<file path="src/rtl/fifo_wr_arb.sv">
// Round-robin write arbiter: grants one of NREQ requesters a burst of up to
// BURST words into a FIFO, only when the FIFO has room for a whole burst.
module fifo_wr_arb #(
   parameter int DWID   = 32,
   parameter int AWID   = 10,
   parameter int NREQ   = 2,
   parameter int BURST  = 8,
   parameter int MARGIN = 4
) (
   input  logic                 wrclk,
   input  logic                 rst,
   input  logic [NREQ-1:0]      req_vld,
   input  logic [NREQ*DWID-1:0] req_dat,
   output logic [NREQ-1:0]      req_rdy,
   input  logic [AWID-1:0]      fifo_wrlev,
   output logic                 fifo_wrena,
   output logic [DWID-1:0]      fifo_wrdat,
   output logic [NREQ-1:0]      grant,
   output logic [15:0]          stall_cnt
);

   localparam int LW = $clog2(NREQ);

   typedef enum logic {IDLE, BURST_ST} state_t;

   state_t          state, state_n;
   logic [NREQ-1:0] grant_n, pick_oh;
   logic [LW-1:0]   lptr, lptr_n, gidx;
   logic [5:0]      bcnt, bcnt_n;
   logic            wrena_n;
   logic [DWID-1:0] wrdat_n, gdat;
   logic [15:0]     stall_n;
   logic [AWID:0]   free;
   logic            space_ok, beat;

   // Space is only checked before a grant, so it must cover a full burst plus
   // the lag between our writes and the level we observe.
   assign free     = {1'b0, {AWID{1'b1}}} - {1'b0, fifo_wrlev};
   assign space_ok = int'(free) >= BURST + MARGIN;

   assign req_rdy = (rst && state == BURST_ST) ? grant : '0;
   assign beat    = (state == BURST_ST) && |(req_vld & grant);
   assign gdat    = req_dat[int'(gidx)*DWID +: DWID];

   // Round-robin search starting just after the last owner.
   always_comb begin : rr_pick
      int  j;
      logic found;
      pick_oh = '0;
      found   = 1'b0;
      for (int k = 1; k <= NREQ; k++) begin
         j = int'(lptr) + k;
         if (j >= NREQ) j = j - NREQ;
         if (!found && req_vld[j]) begin
            pick_oh[j] = 1'b1;
            found      = 1'b1;
         end
      end
   end

   always_comb begin : grant_index
      gidx = '0;
      for (int i = 0; i < NREQ; i++)
         if (grant[i]) gidx = LW'(i);
   end

   // NOTE: every next-state variable gets a default first so no latch is inferred.
   always_comb begin
      state_n = state;
      grant_n = grant;
      lptr_n  = lptr;
      bcnt_n  = bcnt;
      wrena_n = 1'b0;
      wrdat_n = fifo_wrdat;
      stall_n = stall_cnt;
      case (state)
         IDLE: begin
            if (|req_vld) begin
               if (space_ok) begin
                  state_n = BURST_ST;
                  grant_n = pick_oh;
                  bcnt_n  = '0;
               end else if (stall_cnt != 16'hFFFF) begin
                  stall_n = stall_cnt + 16'd1;
               end
            end
         end
         BURST_ST: begin
            if (beat) begin
               wrena_n = 1'b1;
               wrdat_n = gdat;
               bcnt_n  = bcnt + 6'd1;
            end
            // A dropped valid releases the port just like the final beat does.
            if (!beat || bcnt == 6'(BURST - 1)) begin
               state_n = IDLE;
               grant_n = '0;
               lptr_n  = gidx;
            end
         end
         default: state_n = IDLE;
      endcase
   end

   // NOTE: sequential state uses non-blocking assignments so all registers
   // update together from pre-edge values.
   always_ff @(posedge wrclk) begin
      if (!rst) begin
         state      <= IDLE;
         grant      <= '0;
         lptr       <= LW'(NREQ - 1);
         bcnt       <= '0;
         fifo_wrena <= 1'b0;
         fifo_wrdat <= '0;
         stall_cnt  <= '0;
      end else begin
         state      <= state_n;
         grant      <= grant_n;
         lptr       <= lptr_n;
         bcnt       <= bcnt_n;
         fifo_wrena <= wrena_n;
         fifo_wrdat <= wrdat_n;
         stall_cnt  <= stall_n;
      end
   end

endmodule

</file>
<file path="config.mk">
export PLATFORM = sky130hd
export DESIGN_NAME = fifo_wr_arb
export DESIGN_NICKNAME = d
export VERILOG_FILES = /design/src/rtl/fifo_wr_arb.sv
export SDC_FILE = /design/constraint.sdc
export NUM_CORES = 1
export LEC_CHECK = 0
export ABC_AREA = 1
export CAP_MARGIN = 5
export CELL_PAD_IN_SITES_DETAIL_PLACEMENT = 1
export CELL_PAD_IN_SITES_GLOBAL_PLACEMENT = 2
export CORE_MARGIN = 2
export CORE_UTILIZATION = 26
export CTS_CLUSTER_DIAMETER = 150
export DETAILED_ROUTE_END_ITERATION = 6
export DONT_BUFFER_PORTS = 1
export MAX_ROUTING_LAYER = met4
export PLACE_DENSITY_LB_ADDON = 0.08
export SLEW_MARGIN = 5
export SYNTH_ARGS = -nofsm -noshare
export SYNTH_HDL_FRONTEND = slang
export SYNTH_SLANG_ARGS = --single-unit
</file>
<file path="constraint.sdc">
create_clock -name wrclk -period 4.47 [get_ports wrclk]
set_input_delay 0.894 -clock wrclk [delete_from_list [all_inputs] [get_ports wrclk]]
set_output_delay 0.894 -clock wrclk [all_outputs]
set_load 0.03 [all_outputs]
</file>
==> results.md, run 1 <==
- The flow ran to the end, and the final reports show no timing, DRC or antenna violations.
- Wires add up to 8840 um.
- Max-cap violations in this run came to 0.
- The floorplan has 39 rows.
- Leaving out fill and tap cells, the most frequent cell in the layout is sky130_fd_sc_hd__nand2_1.
- The synthesized design contains 59 register bits.
- Clock skew on the completed layout was measured at 0.00709 ns.
- The clock-pin slew reported for the worst setup and hold paths after clock tree synthesis is 0.05 ns.
- Global routing consumed, over all layers together, 15.3% of the routing resources.
- The vias per cell is 4.91.
- The number of resized instances in the post-cts repair step is 0.
- The endpoint required time on the critical path is 3.58 ns.
- The final critical-path share of the clock period is 63.1%.
- The final antenna-violating net count is 0.
- The number of antenna diodes in the final layout is 0.
- For this run the aggregate overflow at the end of global routing stands at 0.
- In this run the critical register-to-register path is captured at fifo_wrdat[11].
- The final design area excluding fillers is 0.00338 mm^2.
- The via count of the first global-routing pass is 3,023.
- The mapped cell area is 0.00300 mm^2.
- The height of the die is 111 um.
- After technology mapping, the gate count stands at 426.
- At the end of the flow, the number of nets in the layout was 497.
- The clock tree from TritonCTS is yes.
- Following the worst setup path forward leads to its endpoint at req_rdy[1].
- After clock tree synthesis, the flow added hold-fix buffers numbering 0.
- From synthesis to final layout, the design area changed by 12.5%.
- The number of H-tree branching levels is 3.
- Power comes to 1.33 mW.
- In the layout the commonest cells are sky130_fd_sc_hd__nand2_1 (142), sky130_fd_sc_hd__dfxtp_1 (58), sky130_fd_sc_hd__o21ai_0 (38), sky130_fd_sc_hd__a31oi_1 (32), sky130_fd_sc_hd__nor2_1 (27).
- The overall via count from detail_route is 2,773.
- The routed length per instance is 15.6 um.
- The count of buffers inserted at the top-level ports is 0.
- The final RePlAce weighted congestion is 0.718.
- The die covers 0.0124 mm^2.
- The average instance in the mapped netlist occupies 7.05 um^2.
- The kind of capture point of the worst setup path is an output port.
- The number of distinct standard cells referenced by the synthesized netlist is 28.
- Setup total negative slack on the finished layout was measured at 0 ns.
- Synthesis produced a netlist with a net count of 506.
- For this block, the initial DRC count from the detailed router was 117.
- For this configuration, the core starts out at a cell density of 26.5%.
- Headroom to the max-slew limit came out at 42.1%.
- The kind of start point of the critical path is a flop.
- Setup repair after global routing left no endpoint under its margin.
- IR analysis of the VDD net gives a maximum drop of 0.220 mV.
- In the final layout, the share of cells above drive strength 1 is 13.7%.
- The clock drives 59 sinks.
- The core box area is 0.0113 mm^2.
- The maximum buffer depth of the clock tree is 2.
- The number of max-slew violations in the final report is 0.
- The post-route DRC violation count is 0.
- Detailed placement finished with a half-perimeter wire length of 6250 um.
- The classification of the worst-slack hold path is reg2reg.
- Before antenna repair, the detailed router went through 4 iterations.
- The worst setup path is of the reg2out kind.
- In this run the critical register-to-register path is launched from grant[1].
- The clock root buffer is sky130_fd_sc_hd__clkbuf_16.
- The highest achievable clock rate is 354 MHz.
- The placed instances occupy a cell area of 0.00308 mm^2.
- The number of clock buffers inserted by TritonCTS is 9.
- The number of hold violations in the final report is 0.
- From left edge to right edge, the die measures 111 um.
- The source of the worst hold timing path is lptr.
- The pin count of the biggest net entering global routing is 49.
- The clock latency of the later-clocked register in the worst-skew pair is 0.32 ns.
- The depth of the most critical reg-to-reg path is 5.
- The reg2reg setup slack is 1.95 ns.
- The number of antenna violations at the first check in global routing is 0.
- At the pin with the least slew margin, the transition time is 0.869 ns.
- In this run the post-CTS setup repair buffer count came out at 0.
- Dividing total power by cell area gives a power density of 393 mW/mm^2.
- Sequential elements use 39.3% of the synthesized area.
- The arrival time reported for the critical path endpoint is 1.93 ns.
- The launching instance or port of the critical path is grant[1].
- Setup violations remaining at the end of the flow were counted as 0.
- For this run, the number of Yosys warnings is 0.
- The smallest clock period supported by the final layout is computed as 2.82 ns.
- The highest fanout seen on the critical path is 36.
- 131 I/O pins were placed.
- The first global-routing pass estimated 15,000 um of wire.
- For this design the static power due to leakage is 1.18 nW.
==> worst min-delay path by stage <==
stage | to | slack [ns] | cells past startpoint
floorplan | bcnt[2] | 0.45 | 2
global placement | bcnt[2] | 0.48 | 2
detailed placement | bcnt[3] | 0.50 | 1
CTS | bcnt[2] | 0.51 | 2
global route | bcnt[3] | 0.54 | 1
finish | lptr | 0.50 | 2
==> final cells by class <==
type / count / area, um^2
Clock inverter: 4 / 50.0
Clock buffer: 12 / 246
Timing Repair Buffer: 2 / 15.0
Fill cell: 1412 / 7940
Multi-Input combinational cell: 319 / 1610
Tap cell: 143 / 179
Sequential cell: 59 / 1180
Inverter: 26 / 97.6
==> kinds of logic after synthesis <==
family | synth area share (%)
and+or+nand+nor | 30.4
AOI/OAI and AO/OA | 20.1
DFF | 39.3
buffers and inverters | 7.33
xor gates and xnor gates | 2.04
adders and majority gates | 0.833
==> sequential cells by signal (all words and copies together), names as in the netlist <==
name	cells
fifo_wrdat	32
state	1
stall_cnt	16
lptr	1
bcnt	6
grant	2
fifo_wrena	1
==> critical path, cell delays in order, from the launching register on <==
cell and delay [ns]:
sky130_fd_sc_hd__dfxtp_2 0.88, sky130_fd_sc_hd__clkinv_1 0.20, sky130_fd_sc_hd__nor2_1 0.51
==> per-stage QoR <==
step	worst slack, ns	std cells	util, %	hold WS (ns)
2_1_floorplan	2.21	426	-	0.453
3_3_place_gp	1.95	549	27.2	0.482
3_5_place_dp	1.91	549	27.2	0.496
4_1_cts	1.62	565	29.9	0.507
5_1_grt	1.52	565	29.9	0.535
6_report	1.65	565	29.9	0.500
==> report_power, final <==
group / leakage (nW) / switching (mW) / internal [mW]
logic: 0.564 / 0.0421 / 0.0209
registers: 0.478 / 0.0358 / 0.539
clock network: 0.139 / 0.244 / 0.446
total: 1.18 / 0.322 / 1.01
==> cell usage after synthesis <==
library cell,instances,area (um^2)
sky130_fd_sc_hd__nand4_1,5,31.3
sky130_fd_sc_hd__clkbuf_1,11,41.3
sky130_fd_sc_hd__buf_6,3,33.8
sky130_fd_sc_hd__buf_4,3,22.5
sky130_fd_sc_hd__nand3_1,11,55.1
sky130_fd_sc_hd__nor2_4,3,33.8
sky130_fd_sc_hd__o21ai_1,3,15.0
sky130_fd_sc_hd__a31oi_1,32,200
sky130_fd_sc_hd__buf_2,5,25.0
sky130_fd_sc_hd__ha_1,2,25.0
sky130_fd_sc_hd__nand2_1,142,533
sky130_fd_sc_hd__nor3_4,1,16.3
sky130_fd_sc_hd__inv_1,17,63.8
sky130_fd_sc_hd__o21a_1,1,7.51
sky130_fd_sc_hd__xnor2_1,4,35.0
sky130_fd_sc_hd__o211ai_1,3,22.5
sky130_fd_sc_hd__nand3_4,2,35.0
sky130_fd_sc_hd__xor2_1,3,26.3
sky130_fd_sc_hd__nor2_2,4,25.0
sky130_fd_sc_hd__nand2_2,13,81.3
sky130_fd_sc_hd__nor2_1,27,101
sky130_fd_sc_hd__clkinv_1,2,7.51
sky130_fd_sc_hd__a21oi_2,11,96.3
sky130_fd_sc_hd__inv_2,7,26.3
sky130_fd_sc_hd__a21oi_1,13,65.1
sky130_fd_sc_hd__o22ai_1,1,6.26
sky130_fd_sc_hd__dfxtp_1,59,1180
sky130_fd_sc_hd__o21ai_0,38,190
==> metal layers <==
layer / GRT usage [%] / vias up / part of all wire (%)
met5: - / - / 0
met4: 4.69 / 0 / 1.2
met3: 5.44 / 7 / 7.5
met2: 24.3 / 91 / 46
met1: 18.3 / 1283 / 46
li1: - / 1392 / -
(Power assumes the default switching activity.)
==> inputs of run 2 (changes only) <==
Clock period 4.47 ns to 2.85 ns, I/O delays scaled along.
==> results.md, run 2 (synthesis gave the netlist of run 1 again) <==
- The flow ran to the end, and the final reports show no timing, DRC or antenna violations.
- The worst path needs 2.07 ns of the cycle, external delays included.
- The most repeated library cell on the critical path is sky130_fd_sc_hd__nand2_2.
- The total I/O pin count is 131 (unchanged).
- The endpoint required time on the critical path is 3.09 ns (-0.49 ns).
- The routed length per instance is 15.7 um (+0.36%).
- The count of TritonRoute iterations in the first routing pass is 4 (unchanged).
- The maximum buffer depth of the clock tree came to 2 (unchanged).
- The number of resized instances in the post-cts repair step came to 0 (unchanged).
- The number of nets in the layout came to 503 (+1.2%).
- The post-route non-filler standard cell count is 571 (+1.1%).
- The worst setup path is launched from a flop.
- The core box area is 0.0113 mm^2 (unchanged).
- The worst slew margin relative to its limit is 51.5% (+9.4 points).
- Based on the critical path, the design can be clocked at up to 483 MHz.
- The full die area came to 0.0124 mm^2 (unchanged).
- The total of endpoints with negative setup slack in the final report came to 0 (unchanged).
- The top cell types in the final layout, fill and taps aside, are sky130_fd_sc_hd__nand2_1 (142), sky130_fd_sc_hd__dfxtp_1 (58), sky130_fd_sc_hd__o21ai_0 (38), sky130_fd_sc_hd__a31oi_1 (32), sky130_fd_sc_hd__nor2_1 (27).
- The commonest non-fill, non-tap cell in the layout is sky130_fd_sc_hd__nand2_1.
- The floorplan die width came to 111 um (unchanged).
- The number of diodes added for antenna fixing came to 0 (unchanged).
- The kind of capture point of the worst setup path is a flop.
- The number of hold violations in the final report is 0 (unchanged).
- The number of flip-flops in the largest register is 32 (unchanged).
- The busiest metal layer after global routing is met2.
- The worst setup skew after layout was 0.00814 ns (+0.00106 ns).
- The transition time at the pin with the least slew margin is 0.723 ns (-0.145 ns).
- The number of max-slew violations in the final report is 0 (unchanged).
- The via count of the first global-routing pass came to 3,006 (-0.56%).
- The met2 global-route usage came to 24.7% (+0.45 points).
- The largest registers in the layout are fifo_wrdat (32), stall_cnt (16), bcnt (6).
- The highest fanout seen on the critical path was 10 (-72%).
- The min-delay analysis places its worst path in the category in2reg.
- The tree is rooted in a sky130_fd_sc_hd__clkbuf_16.
- The worst stage delay on the critical path was 0.47 ns (-0.41 ns).
- The final wirelength came to 8960 um (+1.4%).
- The power consumption is 2.10 mW (+58%).
- The count of buffers added by post-CTS timing repair for setup is 0 (unchanged).
- The post-route DRC violation count is 0 (unchanged).
- The clock-pin slew reported for the worst setup and hold paths after clock tree synthesis is 0.05 ns (about the same).
- The final RePlAce weighted congestion is 0.731 (+1.9%).
- The placement row count is 39 (unchanged).
- The setup TNS after final layout is 0 ns (unchanged).
- The final critical-path share of the clock period is 72.6%.
- The effective utilization at floorplan was 26.5% (unchanged).
- The number of placed instances, taps included is 555 (+1.1%).
- The power density of the placed cells is 612 mW/mm^2 (+56%).
- The vias per cell is 4.89 (-0.37%).
- The slowest stage of the critical path is the sky130_fd_sc_hd__dfxtp_1 cell.
- The first-pass GRT wire length is 14,900 um (-0.14%).
- The clock latency of the later-clocked register in the worst-skew pair is 0.33 ns (about the same).
- The arrival time reported for the critical path endpoint is 2.31 ns (+0.38 ns).
- The number of antenna violations at the first check in global routing is 0 (unchanged).
- The number of H-tree branching levels was 3 (unchanged).
- The sink count of the clock tree is 59 (unchanged).
- The DRC marker count from the first detailed-route iteration is 58 (-50%).
- The overflow left after global routing is 0 (unchanged).
- The worst IR drop on VDD is 0.270 mV (+23%).
- The count of buffers inserted at the top-level ports is 0 (unchanged).
- The pin count of the biggest net entering global routing is 41 (-16%).
- Compared with the post-synthesis result, the final layout area differs by 14.3%.
- The fraction of layout cells with a size suffix above 1 is 15.2% (+1.4 points).
- The end-of-flow core utilization is 30.3% (+0.48 points).
- The clock tree from TritonCTS is yes.
- The met3 track demand over resource in global routing is 4.74% (-0.71 points).
- The critical path class is reg2reg.
- The met1 demand-to-capacity share in global routing is 18.6% (+0.37 points).
- The count of maximum capacitance violations is 0 (unchanged).
- The hold buffer count at CTS is 0 (unchanged).
- The height of the die is 111 um (unchanged).
- Setup repair after global routing left no endpoint under its margin.
- Walking the worst path, the cells encountered are ha_1, inv_2, nor2_4, nand2_2, nor2_2, nor3_4, buf_4, nand2_2, a21oi_2.
- The number of clock buffers inserted by TritonCTS is 9 (unchanged).
- The most flop-heavy register is fifo_wrdat.
- The total half-perimeter wirelength after legalization and detailed placement is 6400 um (+2.4%).
- The overall track demand over capacity in global routing is 15.4% (+0.11 points).
- The leakage power came to 1.22 nW (+3.0%).
- The overall via count from detail_route is 2,792 (+0.69%).
- The final antenna-violating net count is 0 (unchanged).
run 2: layer usage:
metal  routed length, um  up-vias
li1                    -     1397
met1                4230     1301
met2                4070       84
met3                 545       10
met4                 121        0
met5                   0        -
run 2: where the power goes:
part / total (mW) / switching, mW / internal (mW)
Sequential: 0.893 / 0.0472 / 0.845
Combinational: 0.110 / 0.0758 / 0.0341
Clock: 1.10 / 0.397 / 0.703
run 2: stage by stage:
step,area [um^2],setup slack [ns],hold WS (ns)
after floorplan,3000,1.05,0.453
after global placement,3130,0.770,0.476
after detailed placement,3130,0.723,0.484
after CTS,3430,0.707,0.346
after global routing,3430,0.545,0.350
final,3430,0.781,0.358
run 2: critical path: cells and delay by family (launching register included):
family | cells | cell delay [ns]
compound gates | 1 | 0.11
fa+ha+maj | 1 | 0.38
buf+inv | 2 | 0.37
flops | 1 | 0.47
simple gates | 5 | 0.66
run 2: final cells by class:
cell class                 count  area (um^2)
sequential                    59         1180
multi-input combinational    319         1610
inverter                      26         97.6
timing repair buffer           8         60.1
fill                        1406         7890
tap                          143          179
clock inverter                 5         62.6
clock buffer                  11          243
run 2: final timing paths:
| path | from | endpoint | slack, ns | cells after the start |
|---|---|---|---|---|
| worst min-delay path | rst | lptr | 0.36 | 1 |
| worst max register to register | stall_cnt[0] | stall_cnt[6] | 0.78 | 9 |
| worst max-delay path | stall_cnt[0] | stall_cnt[6] | 0.78 | 9 |
| worst min register to register | bcnt[2] | bcnt[2] | 0.49 | 2 |
